==> config.mk <==
export PLATFORM = sky130hd
export DESIGN_NAME = muon_decay_sequencer
export DESIGN_NICKNAME = d
export VERILOG_FILES = /design/src/rtl/muon_pkg.sv /design/src/rtl/pulse_sync_edge.sv /design/src/rtl/muon_decay_sequencer.sv
export SDC_FILE = /design/constraint.sdc
export NUM_CORES = 1
export LEC_CHECK = 0
export CAP_MARGIN = 20
export CORE_MARGIN = 1
export CORE_UTILIZATION = 35
export CTS_CLUSTER_DIAMETER = 150
export DETAILED_ROUTE_END_ITERATION = 6
export SLEW_MARGIN = 20
export SYNTH_ARGS = -nofsm -noshare
export SYNTH_HDL_FRONTEND = slang
export SYNTH_SLANG_ARGS = --single-unit
==> constraint.sdc <==
create_clock -name clk -period 6.2 [get_ports clk]
set_input_delay 1.86 -clock clk [delete_from_list [all_inputs] [get_ports clk]]
set_output_delay 1.86 -clock clk [all_outputs]
set_load 0.01 [all_outputs]
==> src/rtl/muon_pkg.sv <==
// Shared types and constants for the muon decay sequencer.
`timescale 1ns/1ps
package muon_pkg;

   localparam int TIME_WIDTH_DEF = 16;
   localparam int TIMEOUT_W      = 16;

   typedef enum logic [1:0] {
      ST_IDLE,
      ST_WINDOW,
      ST_HOLD,
      ST_DEAD
   } state_t;

endpackage

==> src/rtl/pulse_sync_edge.sv <==
// Two-flop synchroniser followed by a registered rising-edge detector.
// A rise on async_in produces a one-cycle edge_out three cycles later.
`timescale 1ns/1ps
module pulse_sync_edge (
   input  logic clk,
   input  logic reset,
   input  logic async_in,
   output logic edge_out
);

   logic meta_q;
   logic sync_q;
   logic prev_q;
   logic edge_q;

   // NOTE: sequential state uses non-blocking assignments so every flop samples pre-edge values.
   always_ff @(posedge clk or negedge reset) begin
      if (!reset) begin
         meta_q <= 1'b0;
         sync_q <= 1'b0;
         prev_q <= 1'b0;
         edge_q <= 1'b0;
      end else begin
         meta_q <= async_in;
         sync_q <= meta_q;
         prev_q <= sync_q;
         edge_q <= sync_q & ~prev_q;
      end
   end

   assign edge_out = edge_q;

endmodule

==> src/rtl/muon_decay_sequencer.sv <==
// Measures the stop-to-decay interval of muon pulses, drives the external
// countdown timer and presents each measurement on a valid/ready handshake.
`timescale 1ns/1ps
module muon_decay_sequencer
   import muon_pkg::*;
#(
   parameter int TIME_WIDTH      = TIME_WIDTH_DEF,
   parameter int MIN_INTERVAL    = 4,
   parameter int DEADTIME_CYCLES = 200
) (
   input  logic                  clk,
   input  logic                  reset,
   input  logic                  pulse_in,
   input  logic                  timer_done,
   output logic                  timer_start,
   output logic                  timer_reset,
   output logic                  event_valid,
   input  logic                  event_ready,
   output logic [TIME_WIDTH-1:0] event_time,
   output logic [TIMEOUT_W-1:0]  timeout_count
);

   localparam int DW = $clog2(DEADTIME_CYCLES + 1);
   localparam logic [TIME_WIDTH-1:0] MIN_T     = TIME_WIDTH'(MIN_INTERVAL);
   localparam logic [DW-1:0]         DEAD_LAST = DW'(DEADTIME_CYCLES - 1);

   logic                  pulse_edge;
   state_t                state_q;
   logic [TIME_WIDTH-1:0] cnt_q;
   logic [TIME_WIDTH-1:0] cnt_d;
   logic [DW-1:0]         dead_q;
   logic [TIMEOUT_W-1:0]  timeout_q;
   logic [TIMEOUT_W-1:0]  timeout_d;
   logic [TIME_WIDTH-1:0] event_time_q;
   logic                  event_valid_q;
   logic                  timer_start_q;
   logic                  timer_reset_q;
   logic                  decay_hit;

   pulse_sync_edge u_sync (
      .clk      (clk),
      .reset    (reset),
      .async_in (pulse_in),
      .edge_out (pulse_edge)
   );

   // cnt_d is the elapsed cycle count since the start edge as of this cycle.
   assign cnt_d     = (cnt_q == '1) ? cnt_q : cnt_q + 1'b1;
   assign timeout_d = (timeout_q == '1) ? timeout_q : timeout_q + 1'b1;
   assign decay_hit = pulse_edge && (cnt_d >= MIN_T);

   always_ff @(posedge clk or negedge reset) begin
      if (!reset) begin
         state_q       <= ST_IDLE;
         cnt_q         <= '0;
         dead_q        <= '0;
         timeout_q     <= '0;
         event_time_q  <= '0;
         event_valid_q <= 1'b0;
         timer_start_q <= 1'b0;
         timer_reset_q <= 1'b0;
      end else begin
         timer_start_q <= 1'b0;
         timer_reset_q <= 1'b0;
         case (state_q)
            ST_IDLE: begin
               if (pulse_edge) begin
                  timer_start_q <= 1'b1;
                  cnt_q         <= '0;
                  state_q       <= ST_WINDOW;
               end
            end
            ST_WINDOW: begin
               cnt_q <= cnt_d;
               // A decay wins over a simultaneous window expiry.
               if (decay_hit) begin
                  event_time_q  <= cnt_d;
                  event_valid_q <= 1'b1;
                  timer_reset_q <= 1'b1;
                  state_q       <= ST_HOLD;
               end else if (timer_done) begin
                  timeout_q <= timeout_d;
                  dead_q    <= '0;
                  state_q   <= ST_DEAD;
               end
            end
            ST_HOLD: begin
               if (event_valid_q && event_ready) begin
                  event_valid_q <= 1'b0;
                  dead_q        <= '0;
                  state_q       <= ST_DEAD;
               end
            end
            ST_DEAD: begin
               if (dead_q == DEAD_LAST) begin
                  state_q <= ST_IDLE;
               end else begin
                  dead_q <= dead_q + 1'b1;
               end
            end
            default: state_q <= ST_IDLE;
         endcase
      end
   end

   assign timer_start   = timer_start_q;
   assign timer_reset   = timer_reset_q;
   assign event_valid   = event_valid_q;
   assign event_time    = event_time_q;
   assign timeout_count = timeout_q;

endmodule

==> flow_summary.toml, run 1 <==
[outcome]
status = "completed"

[power]
p_per_area_mw_per_mm2 = 330
irDropWorstVdd_uv = 115
p_leak_nw = 1.72

[sta]
timing.final.crit_period_ns = 4.00
whs_ns = 0.350
max_slew.worst_pin.slew_ns = 0.855
setup_tns_ns = 0
clock_skew_ns = 0.00823
finalMaxSlewViolations = 0
period_share = 0.644
clock.fmax_ghz = 0.250
rsz0062_at_grt = "no"
relSlewSlack = 0.428
setup_slack_ns = 2.20
finalSetupViolCount = 0
hold_viol_final = 0

[placed_design]
place_ws_ns = 2.21
io_buffer_count = 39
gp_congestion = 0.881
dp_hpwl_mm = 5.45

[global_route]
grt_pass1_wl_mm = 13.7
grt_antenna_before_repair = 0
track_usage = 0.170
grt_max_degree = 66
grt_pass1_vias = 2835
grt_overflow = 0

[layout]
fin_nets = 418
area_growth_pct = 19.7
final_cell_mix = "dfrtp_1, nand2_1, clkdlybuf4s50_1, o21ai_0, nor2_1"
final_common_cell = "dfrtp_1"
final_util = 0.431
nFillCells = 962
drive_gt1_frac = 0.0754
diodes = 0

[floorplanning]
rows = 36
start_util = 0.360
die_h_um = 102
die_w_um = 102
pin_count = 40
dieArea_mm2 = 0.0104
fp.coreArea_mm2 = 0.00973

[synth]
avgSynthCellArea_um2 = 9.37
synth_edf_count = 0
syn_nets = 386
ys_seq_elements = 65
mappedNetlistArea_mm2 = 0.00350
synthTopCellsByArea = "dfrtp_1, xnor2_1, nand2_1"
yosysTopAreaCellShare = 0.464
synth-seq-area-share = 0.464
synth.yosys.warnings = 0
synth_ff_type = "dfrtp_1"
ys_async_sr_fraction = 1.00
synth_top_area_cell = "dfrtp_1"
netlist_instances = 374
synth_cell_types = 48

[clock_tree]
cts-root-buf = "clkbuf_8"
numCtsBuffers = 9
cts_sinks = 65
ctsHoldBuffers = 0
cts_tree = "done"
cts_buffer_depth = 2
cts-resized-gates = 0
clk_pin_slew_worst_paths_ns = 0.08
htreeDepth = 3
post-cts-setup-buffer-count = 0
clkLatencyLatePin_ns = 0.34

[setup_path]
r2r_cells = 9
regToRegSetupSlack_ns = 2.20
r2r-end = "dead_q[3]"
cp-start-kind = "flip-flop"
r2r-start = "cnt_q[0]"
worstSetupPathType = "flip-flop to flip-flop"
arrival_ns = 4.21
end_kind = "flip-flop"
required_ns = 6.42
cp_max_fo = 23
cp-endpoint = "dead_q[3]"
crit_start = "cnt_q[0]"

[drt]
vias = 2926
routed_via_density = 5.38
final_antenna_net_count = 0
dr.pass1.iters = 5
drc = 0
drtIter0Drc = 112
wl_per_cell_um = 14.7
drt-total-wl_mm = 7.99

[min_path]
hold_class = "flip-flop to flip-flop"

[flow_run]
maxCapViolCount = 0
==> kinds of logic after synthesis <==
logic type / share of synthesized area
DFF: 0.464
AOI/OAI and AO/OA: 0.169
adders and majority gates: 0.0250
muxes: 0.0214
and+or+nand+nor: 0.218
xor gates and xnor gates: 0.0625
buffers and inverters: 0.0400
==> synth_stat cells, drive strengths merged (2+ instances only) <==
library cell and instances:
dfrtp 65, nand2 43, o21ai 32, nor2 29, xnor2 25, nand3 23, o31ai 16, and3 14
nand4 14, buf 12, a21oi 11, clkbuf 11, inv 10, a31oi 8, ha 7, nor3 7
nor4 6, and4 5, mux2 4, a22o 3, mux2i 3, o211ai 3, a2111o 2, a41oi 2
nand2b 2, nand3b 2, o311ai 2, o41ai 2
==> registers in the layout, indices dropped and copies added (netlist names) <==
name,flops
cnt_q,16
dead_q,8
event_time,16
event_valid,1
state_q,2
timeout_count,16
timer_reset,1
timer_start,1
u_sync.edge_out,1
u_sync.meta_q,1
u_sync.prev_q,1
u_sync.sync_q,1
==> per-layer routing <==
layer	GRT usage	vias to the layer above	wire length, µm
li1	-	1423	-
met1	0.229	1396	3700
met2	0.266	100	3690
met3	0.0390	7	487
met4	0.0637	0	106
met5	0	-	0
==> area by class of cell <==
cell class              instances  area (µm²)  share of cell area
well taps                     133         166              0.0397
multi-input cells             276        1740               0.415
clock buffers                   9         124              0.0295
inverters                      10        37.5             0.00894
flip-flops and latches         65        1630               0.388
clock inverters                 7        77.6              0.0185
repair buffers                 44         423               0.101
==> how the worst min path moves through the flow <==
stage | startpoint | end | slack, ns | cells after the start
finish | u_sync.meta_q | u_sync.sync_q | 0.35 | 0
global route | u_sync.meta_q | u_sync.sync_q | 0.37 | 0
CTS | u_sync.meta_q | u_sync.sync_q | 0.35 | 0
detailed placement | u_sync.meta_q | u_sync.sync_q | 0.34 | 0
global placement | u_sync.meta_q | u_sync.sync_q | 0.33 | 0
floorplan | u_sync.meta_q | u_sync.sync_q | 0.33 | 0
==> stage by stage <==
stage / std cells / instance area, µm² / total power [mW]
6_report: 544 / 4200 / 1.38
3_3_place_gp: 528 / 3990 / 1.01
3_5_place_dp: 528 / 3990 / 1.02
5_1_grt: 544 / 4200 / 1.48
2_1_floorplan: 374 / 3500 / 0.842
4_1_cts: 544 / 4190 / 1.40
==> worst max-delay path, stage by stage (launching register included) <==
cell      delay, ns
dfrtp_1        0.45
ha_1           0.37
nand4_4        0.21
nor4_1         0.41
mux2i_1        0.29
or4b_4         0.53
o311ai_4       0.79
inv_2          0.37
o31ai_1        0.34
o31ai_1        0.10
==> power by group <==
part           internal [mW]  switching (mW)
combinational          0.193           0.272
sequential             0.482          0.0663
clock                  0.189           0.182
Power figures use the tool's default switching activity.
==> run 2: changes to the inputs <==
Clock period 6.2 ns to 4 ns, I/O delays scaled along.
==> flow_summary.toml, run 2 (same netlist as run 1, synthesis figures left out) <==
[outcome]
status = "completed"

[clock_tree]
numCtsBuffers = 9
post-cts-setup-buffer-count = 0
clk_pin_slew_worst_paths_ns = 0.08
cts-resized-gates = 0
cts_sinks = 65
ctsHoldBuffers = 0
htreeDepth = 3
cts_tree = "done"
cts_buffer_depth = 2
cts-root-buf = "clkbuf_8"
clkLatencyLatePin_ns = 0.36

[floorplanning]
fp.coreArea_mm2 = 0.00973
rows = 36
die_h_um = 102
start_util = 0.360
dieArea_mm2 = 0.0104
pin_count = 40
die_w_um = 102

[drt]
routed_via_density = 5.30
vias = 2913
wl_per_cell_um = 14.7
drt-total-wl_mm = 8.08
drc = 0
dr.pass1.iters = 4
final_antenna_net_count = 0
drtIter0Drc = 154

[sta]
finalMaxSlewViolations = 0
setup_tns_ns = 0
clock_skew_ns = 0.00821
rsz0062_at_grt = "no"
period_share = 0.888
relSlewSlack = 0.262
timing.final.crit_period_ns = 3.55
max_slew.worst_pin.slew_ns = 1.10
hold_viol_final = 0
clock.fmax_ghz = 0.282
finalSetupViolCount = 0

[setup_path]
cp-start-kind = "flip-flop"
arrival_ns = 3.81
worstSetupPathType = "flip-flop to flip-flop"
required_ns = 4.26
end_kind = "flip-flop"
cp_max_fo = 21

[layout]
multi_input_area_mm2 = 0.00174
seqCellArea_mm2 = 0.00163
final_common_cell = "dfrtp_1"
diodes = 0
final_cell_mix = "dfrtp_1, nand2_1, clkdlybuf4s50_1, o21ai_0, nor2_1"
design_area_mm2 = 0.00429
nFillCells = 952
area_growth_pct = 22.3
drive_gt1_frac = 0.0863
fin_nets = 424

[power]
p_sw_mw = 0.805
seqPwrFrac = 0.373
p_leak_nw = 1.77
intPower_mw = 1.47
irDropWorstVdd_uv = 236
p_per_area_mw_per_mm2 = 531
combPwrFrac = 0.316
power_frac_clock = 0.310
sw_frac_of_total = 0.354

[placed_design]
placed_area_mm2 = 0.00403
io_buffer_count = 39
dp_hpwl_mm = 5.69
gp_congestion = 0.973

[global_route]
track_usage = 0.168
grt_max_degree = 46
grt_pass1_vias = 2780
grt_antenna_before_repair = 0
grt_overflow = 0
grt_pass1_wl_mm = 13.4

[min_path]
hold_class = "flip-flop to flip-flop"

[flow_run]
maxCapViolCount = 0
[run 2: area by class of cell]
cell class / count / area share
multi-input cells: 276 / 0.405
flip-flops and latches: 65 / 0.379
repair buffers: 50 / 0.110
well taps: 133 / 0.0388
clock buffers: 9 / 0.0289
clock inverters: 7 / 0.0289
inverters: 10 / 0.00876
[run 2: final timing paths]
check / startpoint / to / slack [ns] / cells after the start
setup / recovery: cnt_q[0] / dead_q[3] / 0.45 / 9
hold / removal: u_sync.meta_q / u_sync.sync_q / 0.35 / 0
setup reg to reg: cnt_q[0] / dead_q[3] / 0.45 / 9
hold reg to reg: u_sync.meta_q / u_sync.sync_q / 0.35 / 0
max in group asynchronous: reset / cnt_q[3] / 2.55 / 2
min in group asynchronous: reset / timeout_count[8] / 0.82 / 1
[run 2: per-stage QoR]
step	total power, mW	hold WS (ns)	setup WS, ns	std cells	utilization
2_1_floorplan	1.31	0.331	0.970	374	-
3_3_place_gp	1.56	0.338	0.618	533	0.414
3_5_place_dp	1.58	0.336	0.496	533	0.414
4_1_cts	2.29	0.355	0.463	549	0.440
5_1_grt	2.41	0.361	0.214	550	0.441
6_report	2.28	0.352	0.449	550	0.441
[run 2: power by group through the flow]
stage,sequential (mW),combinational [mW],clock [mW]
3_3_place_gp,0.861,0.697,0
5_1_grt,0.868,0.794,0.749
4_1_cts,0.851,0.715,0.725
6_report,0.849,0.720,0.706
2_1_floorplan,0.855,0.450,0
3_5_place_dp,0.863,0.714,0
[run 2: per-layer routing]
layer  global-route usage  routed length, µm  vias to the layer above
met1                0.223               3900                     1390
li1                     -                  -                     1440
met2                0.265               3730                       72
met3               0.0390                326                       11
met4               0.0681                120                        0
met5                    0                  0                        -
[run 2: worst max-delay path: stages, from the launching register on]
cell and delay [ns]:
dfrtp_1 0.45, ha_1 0.37, nand4_4 0.21, nor4_1 0.42, mux2i_1 0.31, or4b_4 0.54
o311ai_4 0.34, buf_4 0.29, nand3_1 0.25, o31ai_1 0.27
==> run 3: changes to the inputs <==
Settings changed: CORE_UTILIZATION 35 to 56, HOLD_SLACK_MARGIN set to 0.03, PLACE_DENSITY set to 0.8.
==> flow_summary.toml, run 3 (same netlist as run 1, synthesis figures left out) <==
[outcome]
status = "completed"

[clock_tree]
post-cts-setup-buffer-count = 0
ctsHoldBuffers = 0
cts_sinks = 65
clk_pin_slew_worst_paths_ns = 0.07
cts-root-buf = "clkbuf_8"
cts_buffer_depth = 2
numCtsBuffers = 9
cts_tree = "done"
clkLatencyLatePin_ns = 0.35
cts-resized-gates = 0
htreeDepth = 3

[placed_design]
gp_congestion = 0.929
dp_hpwl_mm = 5.25
place_ws_ns = 0.483
io_buffer_count = 39

[setup_path]
cp_max_fo = 20
crit_start = "cnt_q[0]"
arrival_ns = 3.77
cp-start-kind = "flip-flop"
r2r-start = "cnt_q[0]"
required_ns = 4.22
regToRegSetupSlack_ns = 0.45
r2r_cells = 9
worstSetupPathType = "flip-flop to flip-flop"
end_kind = "flip-flop"

[drt]
wl_met1_mm = 3.32
routed-wl-met3_um = 435
drt-total-wl_mm = 7.54
dr.max_layer_used = "met4"
vias = 2951
dr.pass1.iters = 5
drtIter0Drc = 234
wl_per_cell_um = 15.5
routed_via_density = 6.06
final_antenna_net_count = 0
met2_length_mm = 3.63
drc = 0

[floorplanning]
pin_count = 40
rows = 28
die_w_um = 81.1
start_util = 0.585
die_h_um = 81.1
dieArea_mm2 = 0.00658
fp.coreArea_mm2 = 0.00599

[sta]
clock.fmax_ghz = 0.282
max_slew.worst_pin.slew_ns = 1.14
clock_skew_ns = 0.0120
period_share = 0.888
finalSetupViolCount = 0
setup_slack_ns = 0.450
whs_ns = 0.358
rsz0062_at_grt = "no"
timing.final.crit_period_ns = 3.55
setup_tns_ns = 0
relSlewSlack = 0.238
finalMaxSlewViolations = 0
hold_viol_final = 0

[power]
intPower_mw = 1.34
p_per_area_mw_per_mm2 = 510
irDropWorstVdd_uv = 330
sw_frac_of_total = 0.364
combPwrFrac = 0.336
power_frac_clock = 0.263
p_leak_nw = 1.72
seqPwrFrac = 0.401
totalPowerFinal_mw = 2.11
p_sw_mw = 0.767

[global_route]
grt_overflow = 0
track_usage = 0.252
grt_pass1_vias = 2709
grt_pass1_wl_mm = 12.6
grt_antenna_before_repair = 0
grt_max_degree = 49

[min_path]
whs_path_depth = 0
worstHoldStart = "u_sync.meta_q"
hold_class = "flip-flop to flip-flop"

[layout]
final_common_cell = "dfrtp_1"
fin_nets = 419
drive_gt1_frac = 0.0777
area_growth_pct = 17.9
final_cell_mix = "dfrtp_1, nand2_1, clkdlybuf4s50_1, o21ai_0, nor2_1"
diodes = 0
final_util = 0.689

[flow_run]
maxCapViolCount = 0
==> run 3: changes by cell type in the layout (fill, tap and decap cells not counted), sizes merged <==
cell      before  now
buf           12    7
inv           13   10
bufinv         3    1
clkbuf         9   11
clkinv         0    2
clkinvlp       1    2
==> run 3: layer usage <==
layer	vias to the layer above	global-route usage
met1	1391	0.334
met5	-	0
li1	1422	-
met4	0	0.123
met2	120	0.397
met3	18	0.0472
==> run 3: path summary, 6_finish.rpt <==
kind / to
min in group asynchronous: timeout_count[6]
setup / recovery: dead_q[3]
max in group asynchronous: cnt_q[10]
setup reg to reg: dead_q[3]
hold reg to reg: u_sync.sync_q
hold / removal: u_sync.sync_q
==> run 3: cell type report <==
| class | instances | area, µm² |
|---|---|---|
| inverter | 10 | 37.5 |
| timing repair buffer | 45 | 430 |
| multi-input combinational | 276 | 1750 |
| clock buffer | 11 | 141 |
| clock inverter | 5 | 55.1 |
| tap | 75 | 93.8 |
| fill | 449 | 1860 |
| sequential | 65 | 1630 |
==> run 3: power groups by stage <==
stage	sequential, mW	combinational (mW)	clock [mW]
after floorplan	0.855	0.450	0
after global placement	0.852	0.675	0
after detailed placement	0.855	0.695	0
after CTS	0.844	0.701	0.566
after global routing	0.857	0.783	0.594
final	0.845	0.708	0.555
==> run 3: worst max-delay path, cell delays in order, from the launching register on <==
cell and delay [ns]:
dfrtp_1 0.45, ha_1 0.37, nand4_4 0.21, nor4_1 0.40, mux2i_1 0.30, or4b_4 0.54, o311ai_4 0.45, inv_2 0.27
o31ai_1 0.33, o31ai_1 0.11
==> run 3: per-stage QoR <==
stage | instances | area, µm²
after floorplan | 374 | 3500
after global placement | 471 | 3930
after detailed placement | 471 | 3930
after CTS | 487 | 4120
after global routing | 487 | 4130
final | 487 | 4130
